===== config.mk =====
export PLATFORM = sky130hd
export DESIGN_NAME = servo_cmd_arbiter
export DESIGN_NICKNAME = d
export VERILOG_FILES = /design/src/rtl/servo_cmd_arbiter.sv
export SDC_FILE = /design/constraint.sdc
export NUM_CORES = 1
export LEC_CHECK = 0
export ABC_AREA = 1
export BUFFER_PORTS_ARGS = -buffer_cell sky130_fd_sc_hd__buf_4
export CORE_MARGIN = 2
export CORE_UTILIZATION = 32
export DETAILED_ROUTE_END_ITERATION = 10
export SYNTH_ARGS = -nofsm -noshare
export SYNTH_HDL_FRONTEND = slang
export SYNTH_SLANG_ARGS = --single-unit
export TNS_END_PERCENT = 20

===== constraint.sdc =====
create_clock -name clk -period 1.7 [get_ports clk]
set_clock_uncertainty 0.05 [all_clocks]
set_input_delay 0.34 -clock clk [delete_from_list [all_inputs] [get_ports clk]]
set_output_delay 0.34 -clock clk [all_outputs]
set_load 0.005 [all_outputs]

===== src/rtl/servo_cmd_arbiter.sv =====
// Round-robin arbiter that shares one servo_avalon slave: one write of the granted pulse, then read polling until a nonzero response or timeout.
// Optional build macro: SERVO_ARB_CLAMP_EN clamps latched pulse times to [MIN_PULSE, MAX_PULSE].
module servo_cmd_arbiter #(
    parameter int NUM_REQ     = 4,
    parameter int DATA_W      = 32,
    parameter int TIMEOUT_CYC = 1000,
    parameter int MIN_PULSE   = 1,
    parameter int MAX_PULSE   = 200000
) (
    input  logic                      clk,
    input  logic                      reset,
    input  logic [NUM_REQ-1:0]        req,
    input  logic [NUM_REQ*DATA_W-1:0] req_pulse,
    output logic [NUM_REQ-1:0]        ack,
    output logic [DATA_W-1:0]         resp_data,
    output logic                      resp_timeout,
    output logic                      resp_clamped,
    output logic                      busy,
    output logic                      srv_cs,
    output logic                      srv_write,
    output logic                      srv_read,
    output logic [DATA_W-1:0]         srv_writedata,
    input  logic [DATA_W-1:0]         srv_readdata
);
    localparam int IDX_W = $clog2(NUM_REQ);
    localparam int CNT_W = $clog2(TIMEOUT_CYC);
    localparam logic [CNT_W-1:0] CNT_LAST = CNT_W'(TIMEOUT_CYC - 1);

    typedef enum logic [1:0] {S_IDLE, S_WRITE, S_POLL, S_DONE} state_t;

    state_t              state_q, state_d;
    logic [IDX_W-1:0]    grant_q, grant_d;
    logic [IDX_W-1:0]    last_q, last_d;
    logic [DATA_W-1:0]   pulse_q, pulse_d;
    logic [CNT_W-1:0]    poll_cnt_q, poll_cnt_d;
    logic [DATA_W-1:0]   resp_data_q, resp_data_d;
    logic                resp_timeout_q, resp_timeout_d;
    logic                resp_clamped_q, resp_clamped_d;
    logic                hit_q, hit_d;

    logic                found;
    logic [IDX_W-1:0]    pick;
    logic [DATA_W-1:0]   pulse_raw;
    logic [DATA_W-1:0]   pulse_in;
    logic                hit_in;

    // Search starts one past the last grant so every active source is served in turn.
    always_comb begin
        int idx;
        found = 1'b0;
        pick  = last_q;
        idx   = 0;
        for (int k = 1; k <= NUM_REQ; k++) begin
            idx = (int'(last_q) + k) % NUM_REQ;
            if (!found && req[idx[IDX_W-1:0]]) begin
                found = 1'b1;
                pick  = idx[IDX_W-1:0];
            end
        end
    end

    assign pulse_raw = req_pulse[pick*DATA_W +: DATA_W];

`ifdef SERVO_ARB_CLAMP_EN
    localparam logic [DATA_W-1:0] MIN_V = DATA_W'(MIN_PULSE);
    localparam logic [DATA_W-1:0] MAX_V = DATA_W'(MAX_PULSE);
    logic [DATA_W-1:0] pulse_hi_lim;

    always_comb begin
        pulse_hi_lim = (pulse_raw > MAX_V) ? MAX_V : pulse_raw;
        pulse_in     = (pulse_hi_lim < MIN_V) ? MIN_V : pulse_hi_lim;
    end
    assign hit_in = (pulse_in != pulse_raw);
`else
    assign pulse_in = pulse_raw;
    assign hit_in   = 1'b0;
`endif

    always_comb begin
        state_d        = state_q;
        grant_d        = grant_q;
        last_d         = last_q;
        pulse_d        = pulse_q;
        poll_cnt_d     = poll_cnt_q;
        resp_data_d    = resp_data_q;
        resp_timeout_d = resp_timeout_q;
        resp_clamped_d = resp_clamped_q;
        hit_d          = hit_q;
        case (state_q)
            S_IDLE: begin
                if (found) begin
                    grant_d = pick;
                    pulse_d = pulse_in;
                    hit_d   = hit_in;
                    state_d = S_WRITE;
                end
            end
            S_WRITE: begin
                poll_cnt_d = '0;
                state_d    = S_POLL;
            end
            S_POLL: begin
                if (srv_readdata != '0) begin
                    resp_data_d    = srv_readdata;
                    resp_timeout_d = 1'b0;
                    resp_clamped_d = hit_q;
                    state_d        = S_DONE;
                end else if (poll_cnt_q == CNT_LAST) begin
                    resp_data_d    = '0;
                    resp_timeout_d = 1'b1;
                    resp_clamped_d = hit_q;
                    state_d        = S_DONE;
                end else begin
                    poll_cnt_d = poll_cnt_q + CNT_W'(1);
                end
            end
            S_DONE: begin
                last_d  = grant_q;
                state_d = S_IDLE;
            end
            default: state_d = S_IDLE;
        endcase
    end

    always_ff @(posedge clk) begin
        if (reset) begin
            state_q        <= S_IDLE;
            grant_q        <= '0;
            last_q         <= IDX_W'(NUM_REQ - 1);
            pulse_q        <= '0;
            poll_cnt_q     <= '0;
            resp_data_q    <= '0;
            resp_timeout_q <= 1'b0;
            resp_clamped_q <= 1'b0;
            hit_q          <= 1'b0;
        end else begin
            state_q        <= state_d;
            grant_q        <= grant_d;
            last_q         <= last_d;
            pulse_q        <= pulse_d;
            poll_cnt_q     <= poll_cnt_d;
            resp_data_q    <= resp_data_d;
            resp_timeout_q <= resp_timeout_d;
            resp_clamped_q <= resp_clamped_d;
            hit_q          <= hit_d;
        end
    end

    // Strobes and ack are gated by reset so they drop in the very cycle reset is seen.
    assign busy          = (state_q != S_IDLE) && !reset;
    assign srv_write     = (state_q == S_WRITE) && !reset;
    assign srv_read      = (state_q == S_POLL) && !reset;
    assign srv_cs        = srv_write || srv_read;
    assign srv_writedata = pulse_q;
    assign resp_data     = resp_data_q;
    assign resp_timeout  = resp_timeout_q;
    assign resp_clamped  = resp_clamped_q;

    generate
        for (genvar gi = 0; gi < NUM_REQ; gi++) begin : g_ack
            assign ack[gi] = (state_q == S_DONE) && (grant_q == IDX_W'(gi)) && !reset;
        end
    endgenerate
endmodule


==> results.ini, run 1 <==
[outcome]
status=finished, violations left
violations=negative setup slack

[routing]
route.detailed.drc=0
wire_per_inst_um=15.0
vias=6266
avgViaCountPerCell=4.92
detail-route-antenna-nets=0
totalWireLength_mm=19.1
firstDrtPassIters=4
drtIter0Drc=314

[critical_path]
cp-start-kind=register
end_kind=register
crit-reg2reg-launch=last_q[0]
crit_arrival_ns=2.14
critical_path.cell_chain=buf_8, nand2_4, nand2_2, nand2_2, nand2_4, buf_6, nand3_4, nand3_4, nand2_8, clkinv_8, clkbuf_16, nand2_2, nand3_2, a21oi_2
path_class=register to register
crit_top_cell=nand2_2
critPathSlowestCell=dfxtp_4
r2r-end=srv_writedata[14]
critPathRequiredTime_ns=1.93
r2r_slack_ns=-0.21
crit_path_max_incr_delay_ns=0.37
r2r_cells=14
cp_max_fo=8

[pwr]
finalPower_mw=13.8
powerDensity_mw_per_mm2=1630
power_frac_comb_pct=66.7
internal-power_mw=7.70
p_sw_share_pct=44.4
clkPwrFrac_pct=13.7
pwr-share-seq_pct=19.6
p_sw_mw=6.14
power.leakage_nw=4.17
vdd_drop_max_mv=0.796

[cells_and_area]
final_common_cell=buf_4
antenna_cells=0
final_cell_mix=287 x buf_4, 238 x nand2_1, 115 x nand3_1, 75 x dfxtp_1, 57 x a21oi_1
area_growth_pct=70.3
instances_no_fill=1274
final_util_pct=55.7
nets=1252
fin_area_sq_mm=0.00846
layout-drive-gt1-share_pct=41.8

[timing]
hold_viol=0
tns_ns=-5.74
drv_slew=0
min_period_ns=1.91
postLayoutSetupSlackWorst_ns=-0.210
setup_violations=34
hold_slack_ns=0.150
rsz0062_at_grt=true
maxSlewHeadroom_pct=65.8
tightest_slew_ns=0.512
fmax_mhz=524
finalCritPeriodShare_pct=112

[placed_design]
dp.cells=1243
gp_congestion=0.814
hpwl_mm=12.6
dpl_worst_slack_ns=-0.395
portBuffers=238
dpl_cell_area_sq_mm=0.00729

[global_routing]
grt_max_degree=55
grt_pass1_vias=5615
grt_overflow=0
track_usage_pct=20.3
grt_antenna_before_repair=0
grt_pass1_wl_mm=27.1

[synth]
yosysTopAreaCellShare_pct=32.6
netlist_area_sq_mm=0.00497
ys_types=28
ys_seq_elements=81
synth_warnings=0
synth_top_area_cell=dfxtp_1
synth_area_leaders=dfxtp_1 33%, nand2_1 21%, nand3_1 14%, a21oi_1 6.5%, inv_1 4.2%
syn_nets=974
syn-mean-instance-area_sq_um=6.19
synth_cells=803
seq_area_frac_synth_pct=32.6

[clocking]
cts-root-buf=clkbuf_16
clk_pin_slew_ns=0.06
clock-sinks=81
ctsHoldBuffers=0
h-tree-depth=3
tritoncts=built
numCtsBuffers=9
cts.path.max_buffers=2
clk_latency_ns=0.34

[run]
cap_violations=0

[floorplan]
ios=240
initial_utilization_pct=32.7
die_area_sq_mm=0.0165
die_h_um=129
rows=45
die_w_um=129
core_sq_mm=0.0152

[worst_hold_path]
hold_class=input pin to register
hold_start=srv_readdata[26]
worstHoldEndpoint=resp_data[26]
hold_depth=3

## layout make-up
class / instances / area [sq um]
repair buffers: 318 / 2750
flip-flops and latches: 81 / 1630
multi-input cells: 611 / 3310
inverters: 60 / 250
fillers: 1506 / 6740
clock inverters: 7 / 58.8
well taps: 188 / 235
clock buffers: 9 / 225
## flip-flops by register name, summed over array words and instances (netlist names)
| name | count |
|---|---|
| poll_cnt_q | 10 |
| srv_writedata | 32 |
| grant_q | 2 |
| state_q | 2 |
| resp_data | 32 |
| resp_timeout | 1 |
| last_q | 2 |
## synthesized netlist by cell type
| master | number |
|---|---|
| nand4_1 | 5 |
| conb_1 | 1 |
| o21ai_1 | 1 |
| nand3_1 | 140 |
| buf_4 | 5 |
| nor3_1 | 6 |
| nand3_2 | 1 |
| ha_1 | 5 |
| o21ai_0 | 7 |
| inv_2 | 5 |
| o211ai_1 | 1 |
| a31oi_1 | 1 |
| nor2_1 | 50 |
| nand2_2 | 15 |
| a21oi_1 | 65 |
| buf_2 | 25 |
| xor2_1 | 3 |
| dfxtp_1 | 81 |
| buf_6 | 10 |
| nor4_1 | 8 |
| inv_1 | 55 |
| and3_1 | 1 |
| nand2b_1 | 1 |
| nand2_1 | 275 |
| nand3b_1 | 23 |
| xnor2_1 | 1 |
| nor2_2 | 1 |
| clkbuf_1 | 11 |
## worst max-delay path by stage
stage	cells past startpoint	from	slack, ns	endpoint
after floorplan	17	last_q[1]	-0.003	srv_writedata[23]
after global placement	10	srv_readdata[16]	-0.35	resp_data[1]
after detailed placement	10	srv_readdata[16]	-0.39	resp_data[7]
after CTS	14	last_q[0]	-0.21	srv_writedata[10]
after global routing	13	last_q[0]	-0.29	srv_writedata[0]
final	14	last_q[0]	-0.21	srv_writedata[14]
## per-layer routing
| layer | GRT usage [%] | vias up | routed length [um] |
|---|---|---|---|
| met2 | 35.2 | 200 | 9350 |
| met5 | 0 | - | 0 |
| met1 | 25.1 | 2887 | 8230 |
| met3 | 4.24 | 27 | 1130 |
| li1 | - | 3152 | - |
| met4 | 6.91 | 0 | 418 |
## critical path, delay by kind of cell (launching register included)
family          cells  cell delay (ns)
buf+inv             4             0.54
compound gates      1             0.13
flops               1             0.37
simple gates        9             0.76
## what timing repair did
action                     CTS  global route
setup buffers                0             5
pin swaps                    5            42
resized for setup           19           140
cloned                       0            10
setup endpoints to repair   74            87
## cells by family (layout without fill, tap and decap cells)
group | count (synthesis) | after routing | synth area share [%]
buffers and inverters | 111 | 394 | 10.9
AND/OR/NAND/NOR | 526 | 526 | 46.8
flip-flops | 81 | 81 | 32.6
adder cells (fa/ha/maj) | 5 | 5 | 1.26
other | 1 | 1 | 0.0754
AO/OA/AOI/OAI | 75 | 75 | 7.63
XOR/XNOR | 4 | 4 | 0.705
## power by group through the flow
stage / Combinational (mW) / Clock, mW / Sequential (mW)
after global routing: 10.0 / 2.03 / 2.77
after floorplan: 4.22 / 0 / 2.72
after CTS: 7.10 / 1.95 / 2.69
after detailed placement: 6.99 / 0 / 2.70
final: 9.23 / 1.89 / 2.72
after global placement: 6.98 / 0 / 2.70
(Power assumes the default switching activity.)
==> inputs of run 2 (changes only) <==
CORE_MARGIN = unset   (was 2)
==> results.ini, run 2 (synthesis gave the netlist of run 1 again) <==
[cells_and_area]
layout-drive-gt1-share_pct=38.9  ; -2.9 points
area_growth_pct=68.8
seq_area_sq_mm=0.00164  ; about the same
n_fill_cell=1462  ; -2.9%
antenna_cells=0  ; unchanged
final_common_cell=buf_4
nets=1265  ; +1.0%
final_cell_mix=298 x buf_4, 248 x nand2_1, 136 x nand3_1, 76 x dfxtp_1, 62 x a21oi_1
multiInputGateArea_sq_mm=0.00312  ; -5.7%
instances_no_fill=1287  ; +1.0%

[critical_path]
r2r-end=srv_writedata[12]
end_kind=register
path_class=register to register
crit_arrival_ns=2.14  ; about the same
r2r_slack_ns=-0.27  ; -0.06 ns
cp-start-kind=register
cp_max_fo=6  ; -2
critPathRequiredTime_ns=1.87  ; -0.06 ns
cp-startpoint=last_q[0]
r2r_cells=15  ; +1
crit-reg2reg-launch=last_q[0]

[global_routing]
grt_pass1_wl_mm=28.5  ; +5.2%
grt_antenna_before_repair=0  ; unchanged
track_usage_pct=22.1  ; +1.8 points
grt_max_degree=35  ; -36%
grt_overflow=0  ; unchanged
grt_pass1_vias=5713  ; +1.7%

[clocking]
cts.path.max_buffers=2  ; unchanged
tritoncts=built
clk_pin_slew_ns=0.07  ; about the same
clock-sinks=81  ; unchanged
clk_latency_ns=0.35  ; about the same
cts-root-buf=clkbuf_16
numCtsBuffers=9  ; unchanged
ctsHoldBuffers=0  ; unchanged
h-tree-depth=3  ; unchanged

[timing]
setup_violations=38  ; +12%
tightest_slew_ns=0.531  ; +0.0194 ns
hold_slack_ns=0.144  ; -0.00565 ns
finalCritPeriodShare_pct=116  ; +3.8 points
tns_ns=-7.76  ; -2.02 ns
postLayoutSetupSlackWorst_ns=-0.274  ; -0.0645 ns
min_period_ns=1.97  ; +0.0645 ns
rsz0062_at_grt=true
fmax_mhz=507  ; -3.3%
drv_slew=0  ; unchanged
maxSlewHeadroom_pct=64.5  ; -1.3 points
hold_viol=0  ; unchanged

[placed_design]
dp.cells=1251  ; +0.64%
gp_congestion=0.828  ; +1.7%
hpwl_mm=12.5  ; -1.2%
dpl_worst_slack_ns=-0.347  ; +0.0480 ns
portBuffers=238  ; unchanged

[run]
cap_violations=0  ; unchanged

[pwr]
vdd_drop_max_mv=0.715  ; -10%
p_sw_mw=5.80  ; -5.5%
power_frac_comb_pct=63.7  ; -3.0 points
p_sw_share_pct=42.6  ; -1.7 points
powerDensity_mw_per_mm2=1620  ; -0.75%
power.leakage_nw=4.20  ; +0.56%
pwr-share-seq_pct=19.9  ; +0.3 points
internal-power_mw=7.81  ; +1.4%
clkPwrFrac_pct=16.3  ; +2.6 points

[floorplan]
die_w_um=127  ; -1.6%
core_sq_mm=0.0152  ; unchanged
rows=45  ; unchanged
die_area_sq_mm=0.0160  ; -3.1%
initial_utilization_pct=32.7  ; unchanged
die_h_um=127  ; -1.6%
ios=240  ; unchanged

[worst_hold_path]
hold_start=srv_readdata[31]
hold_depth=3  ; unchanged
hold_class=input pin to register
worstHoldEndpoint=resp_data[31]

[routing]
route.detailed.drc=0  ; unchanged
avgViaCountPerCell=4.86  ; -1.2%
detail-route-antenna-nets=0  ; unchanged
wire_per_inst_um=14.4  ; -4.2%
totalWireLength_mm=18.5  ; -3.2%
firstDrtPassIters=5  ; +1
drtIter0Drc=412  ; +31%
vias=6254  ; -0.19%

[outcome]
status=finished, violations left
violations=negative setup slack

## run 2: cell count changes in the layout (fill, tap and decap cells not counted), moves of 3 or more
cell / previous run / this run
a21oi_1: 57 / 62
a21oi_2: 8 / 3
buf_16: 0 / 3
buf_4: 287 / 298
buf_6: 7 / 10
clkbuf_16: 19 / 14
nand2_1: 238 / 248
nand2_2: 29 / 22
nand3_1: 115 / 136
nand3_2: 23 / 4
nor2_1: 44 / 47
## run 2: worst max-delay path: stages (launching register included)
cell,delay [ns]
dfxtp_4,0.38
buf_6,0.15
nand2_4,0.06
nand2_4,0.07
nand2_4,0.09
nand2_4,0.06
nand2_4,0.08
buf_6,0.10
nand3_4,0.16
nand2_8,0.19
clkbuf_16,0.17
nand2_1,0.05
nand2_1,0.06
nand2_1,0.05
nand3_1,0.08
a21oi_1,0.07
## run 2: worst max-delay path by stage
stage,slack [ns],endpoint
2_1_floorplan,-0.003,srv_writedata[23]
3_3_place_gp,-0.35,poll_cnt_q[0]
3_5_place_dp,-0.35,srv_writedata[3]
4_1_cts,-0.19,srv_writedata[29]
5_1_grt,-0.41,srv_writedata[26]
6_report,-0.27,srv_writedata[12]
## run 2: timing repair
item | in CTS | in global routing
setup endpoints to repair | 44 | 86
buffers inserted | 9 | 2
pin swaps | 18 | 24
cloned | 3 | 7
resized for setup | 39 | 69
## run 2: cell type report
cell class,instances,area share (%)
Multi-Input combinational cell,612,37.2
Timing Repair Buffer,330,33.7
Sequential cell,81,19.5
Inverter,60,2.83
Tap cell,188,2.80
Clock buffer,9,2.68
Clock inverter,7,1.27
## run 2: metal layers
| metal | track usage, % | share of wire, % |
|---|---|---|
| met1 | 28.4 | 45 |
| met4 | 7.80 | 2.2 |
| met3 | 2.66 | 5.2 |
| met5 | 0 | 0 |
| met2 | 38.0 | 48 |
## run 2: power groups by stage
| stage | Clock (mW) | Combinational, mW | Sequential, mW |
|---|---|---|---|
| global route | 2.36 | 9.50 | 2.78 |
| CTS | 2.27 | 7.63 | 2.70 |
| detailed placement | 0 | 7.07 | 2.71 |
| floorplan | 0 | 4.22 | 2.72 |
| finish | 2.23 | 8.67 | 2.71 |
| global placement | 0 | 7.05 | 2.70 |
## run 2: per-stage QoR
| step | instance area [sq um] | util (%) | power [mW] |
|---|---|---|---|
| 2_1_floorplan | 4970 | - | 6.94 |
| 3_3_place_gp | 7350 | 48.4 | 9.76 |
| 3_5_place_dp | 7350 | 48.4 | 9.78 |
| 4_1_cts | 7980 | 52.5 | 12.6 |
| 5_1_grt | 8390 | 55.2 | 14.6 |
| 6_report | 8390 | 55.2 | 13.6 |
==> inputs of run 3 (changes only) <==
CORE_MARGIN = 3   (was unset)
CTS_CLUSTER_SIZE = 20   (was unset)
==> results.ini, run 3 (synthesis gave the netlist of run 1 again) <==
[clocking]
clock-sinks=81  ; unchanged
cts-root-buf=clkbuf_16
numCtsBuffers=9  ; unchanged
clk_latency_ns=0.35  ; about the same
cts.path.max_buffers=2  ; unchanged
clk_pin_slew_ns=0.07  ; about the same
tritoncts=built
h-tree-depth=3  ; unchanged

[routing]
firstDrtPassIters=4  ; -1
wire_per_inst_um=14.5  ; +0.79%
avgViaCountPerCell=4.89  ; +0.69%
drtIter0Drc=287  ; -30%
met2_length_mm=8.87  ; -0.20%
route.detailed.drc=0  ; unchanged
vias=6219  ; -0.56%
wl_met3_um=964  ; +0.10%
highest_layer=met4
wl_met1_mm=8.19  ; -0.57%
detail-route-antenna-nets=0  ; unchanged
totalWireLength_mm=18.4  ; -0.46%

[cells_and_area]
nets=1253  ; -0.95%
antenna_cells=0  ; unchanged
final_cell_mix=291 x buf_4, 260 x nand2_1, 135 x nand3_1, 75 x dfxtp_1, 59 x a21oi_1
area_growth_pct=63.7
final_common_cell=buf_4
layout-drive-gt1-share_pct=37.6  ; -1.3 points

[critical_path]
critPathRequiredTime_ns=1.87  ; about the same
end_kind=register
crit_arrival_ns=2.05  ; -0.09 ns
path_class=register to register
cp-start-kind=register
cp_max_fo=7  ; +1

[global_routing]
grt_max_degree=36  ; +2.9%
track_usage_pct=20.2  ; -1.8 points
grt_antenna_before_repair=0  ; unchanged
grt_pass1_vias=5594  ; -2.1%
grt_pass1_wl_mm=27.6  ; -3.1%
grt_overflow=0  ; unchanged

[timing]
hold_slack_ns=0.165  ; +0.0209 ns
postLayoutSetupSlackWorst_ns=-0.178  ; +0.0965 ns
fmax_mhz=533  ; +5.1%
rsz0062_at_grt=true
finalCritPeriodShare_pct=110  ; -5.7 points
setup_violations=36  ; -5.3%
drv_slew=0  ; unchanged
hold_viol=0  ; unchanged
min_period_ns=1.88  ; -0.0965 ns

[worst_hold_path]
hold_class=input pin to register

[placed_design]
portBuffers=238  ; unchanged
gp_congestion=0.847  ; +2.3%
hpwl_mm=13.3  ; +6.4%

[floorplan]
die_w_um=131  ; +3.2%
rows=44  ; -2.2%
ios=240  ; unchanged
core_sq_mm=0.0149  ; -2.2%
initial_utilization_pct=33.4  ; +0.74 points
die_area_sq_mm=0.0171  ; +6.4%
die_h_um=131  ; +3.2%

[outcome]
status=finished, violations left
violations=negative setup slack

[pwr]
powerDensity_mw_per_mm2=1590  ; -2.1%
vdd_drop_max_mv=0.859  ; +20%
finalPower_mw=12.9  ; -5.1%
power.leakage_nw=4.06  ; -3.2%

[run]
cap_violations=0  ; unchanged

run 3: worst paths after layout:
kind	start	endpoint	slack, ns	cells past startpoint
max	last_q[0]	srv_writedata[1]	-0.18	14
min	srv_readdata[31]	resp_data[31]	0.17	3
max reg2reg	last_q[0]	srv_writedata[1]	-0.18	14
min reg2reg	resp_data[31]	resp_data[31]	0.41	2
run 3: cell type report:
type	instances	area [sq um]
Clock inverter	7	61.3
Tap cell	184	230
Fill cell	1483	6730
Inverter	60	238
Multi-Input combinational cell	611	3090
Timing Repair Buffer	319	2650
Sequential cell	81	1640
Clock buffer	9	225
run 3: per-stage QoR:
stage                     area [sq um]  instances  TNS (ns)  worst slack (ns)  utilization [%]
after floorplan                   4970        803   -0.0823          -0.00337                -
after global placement            7310       1244    -16.42            -0.275             49.2
after detailed placement          7310       1244    -16.38            -0.286             49.2
after CTS                         7780       1265     -4.63            -0.171             52.4
after global routing              8140       1271     -9.90            -0.309             54.7
final                             8140       1271     -4.84            -0.178             54.7
run 3: timing repair:
action | 4_1_cts | 5_1_grt
cloned | 2 | 4
pin swaps | 12 | 23
endpoints found under the hold margin | 0 | 0
resized for setup | 39 | 62
hold buffers | 0 | 0
endpoints found under the setup margin | 53 | 83
setup buffers | 3 | 2
run 3: metal layers:
metal	GRT usage [%]	vias to the layer above
met4	5.81	0
li1	-	3163
met1	27.5	2874
met2	32.2	161
met3	4.72	21
met5	0	-
run 3: critical path, stage by stage, from the launching register on:
cell	delay, ns
dfxtp_4	0.38
buf_6	0.13
nand2_2	0.07
nand2_4	0.08
nand2_4	0.09
nand2_4	0.07
nand2_4	0.09
nand3_4	0.15
nand2_8	0.18
clkbuf_16	0.17
nand2_1	0.05
nand2_1	0.07
nand2_1	0.05
nand3_1	0.07
a21oi_1	0.06
run 3: power by group:
| part | internal (mW) | total [mW] | switching, mW |
|---|---|---|---|
| logic | 3.86 | 8.29 | 4.43 |
| clock network | 1.02 | 1.91 | 0.892 |
| registers | 2.41 | 2.73 | 0.314 |
| total | 7.29 | 12.9 | 5.63 |
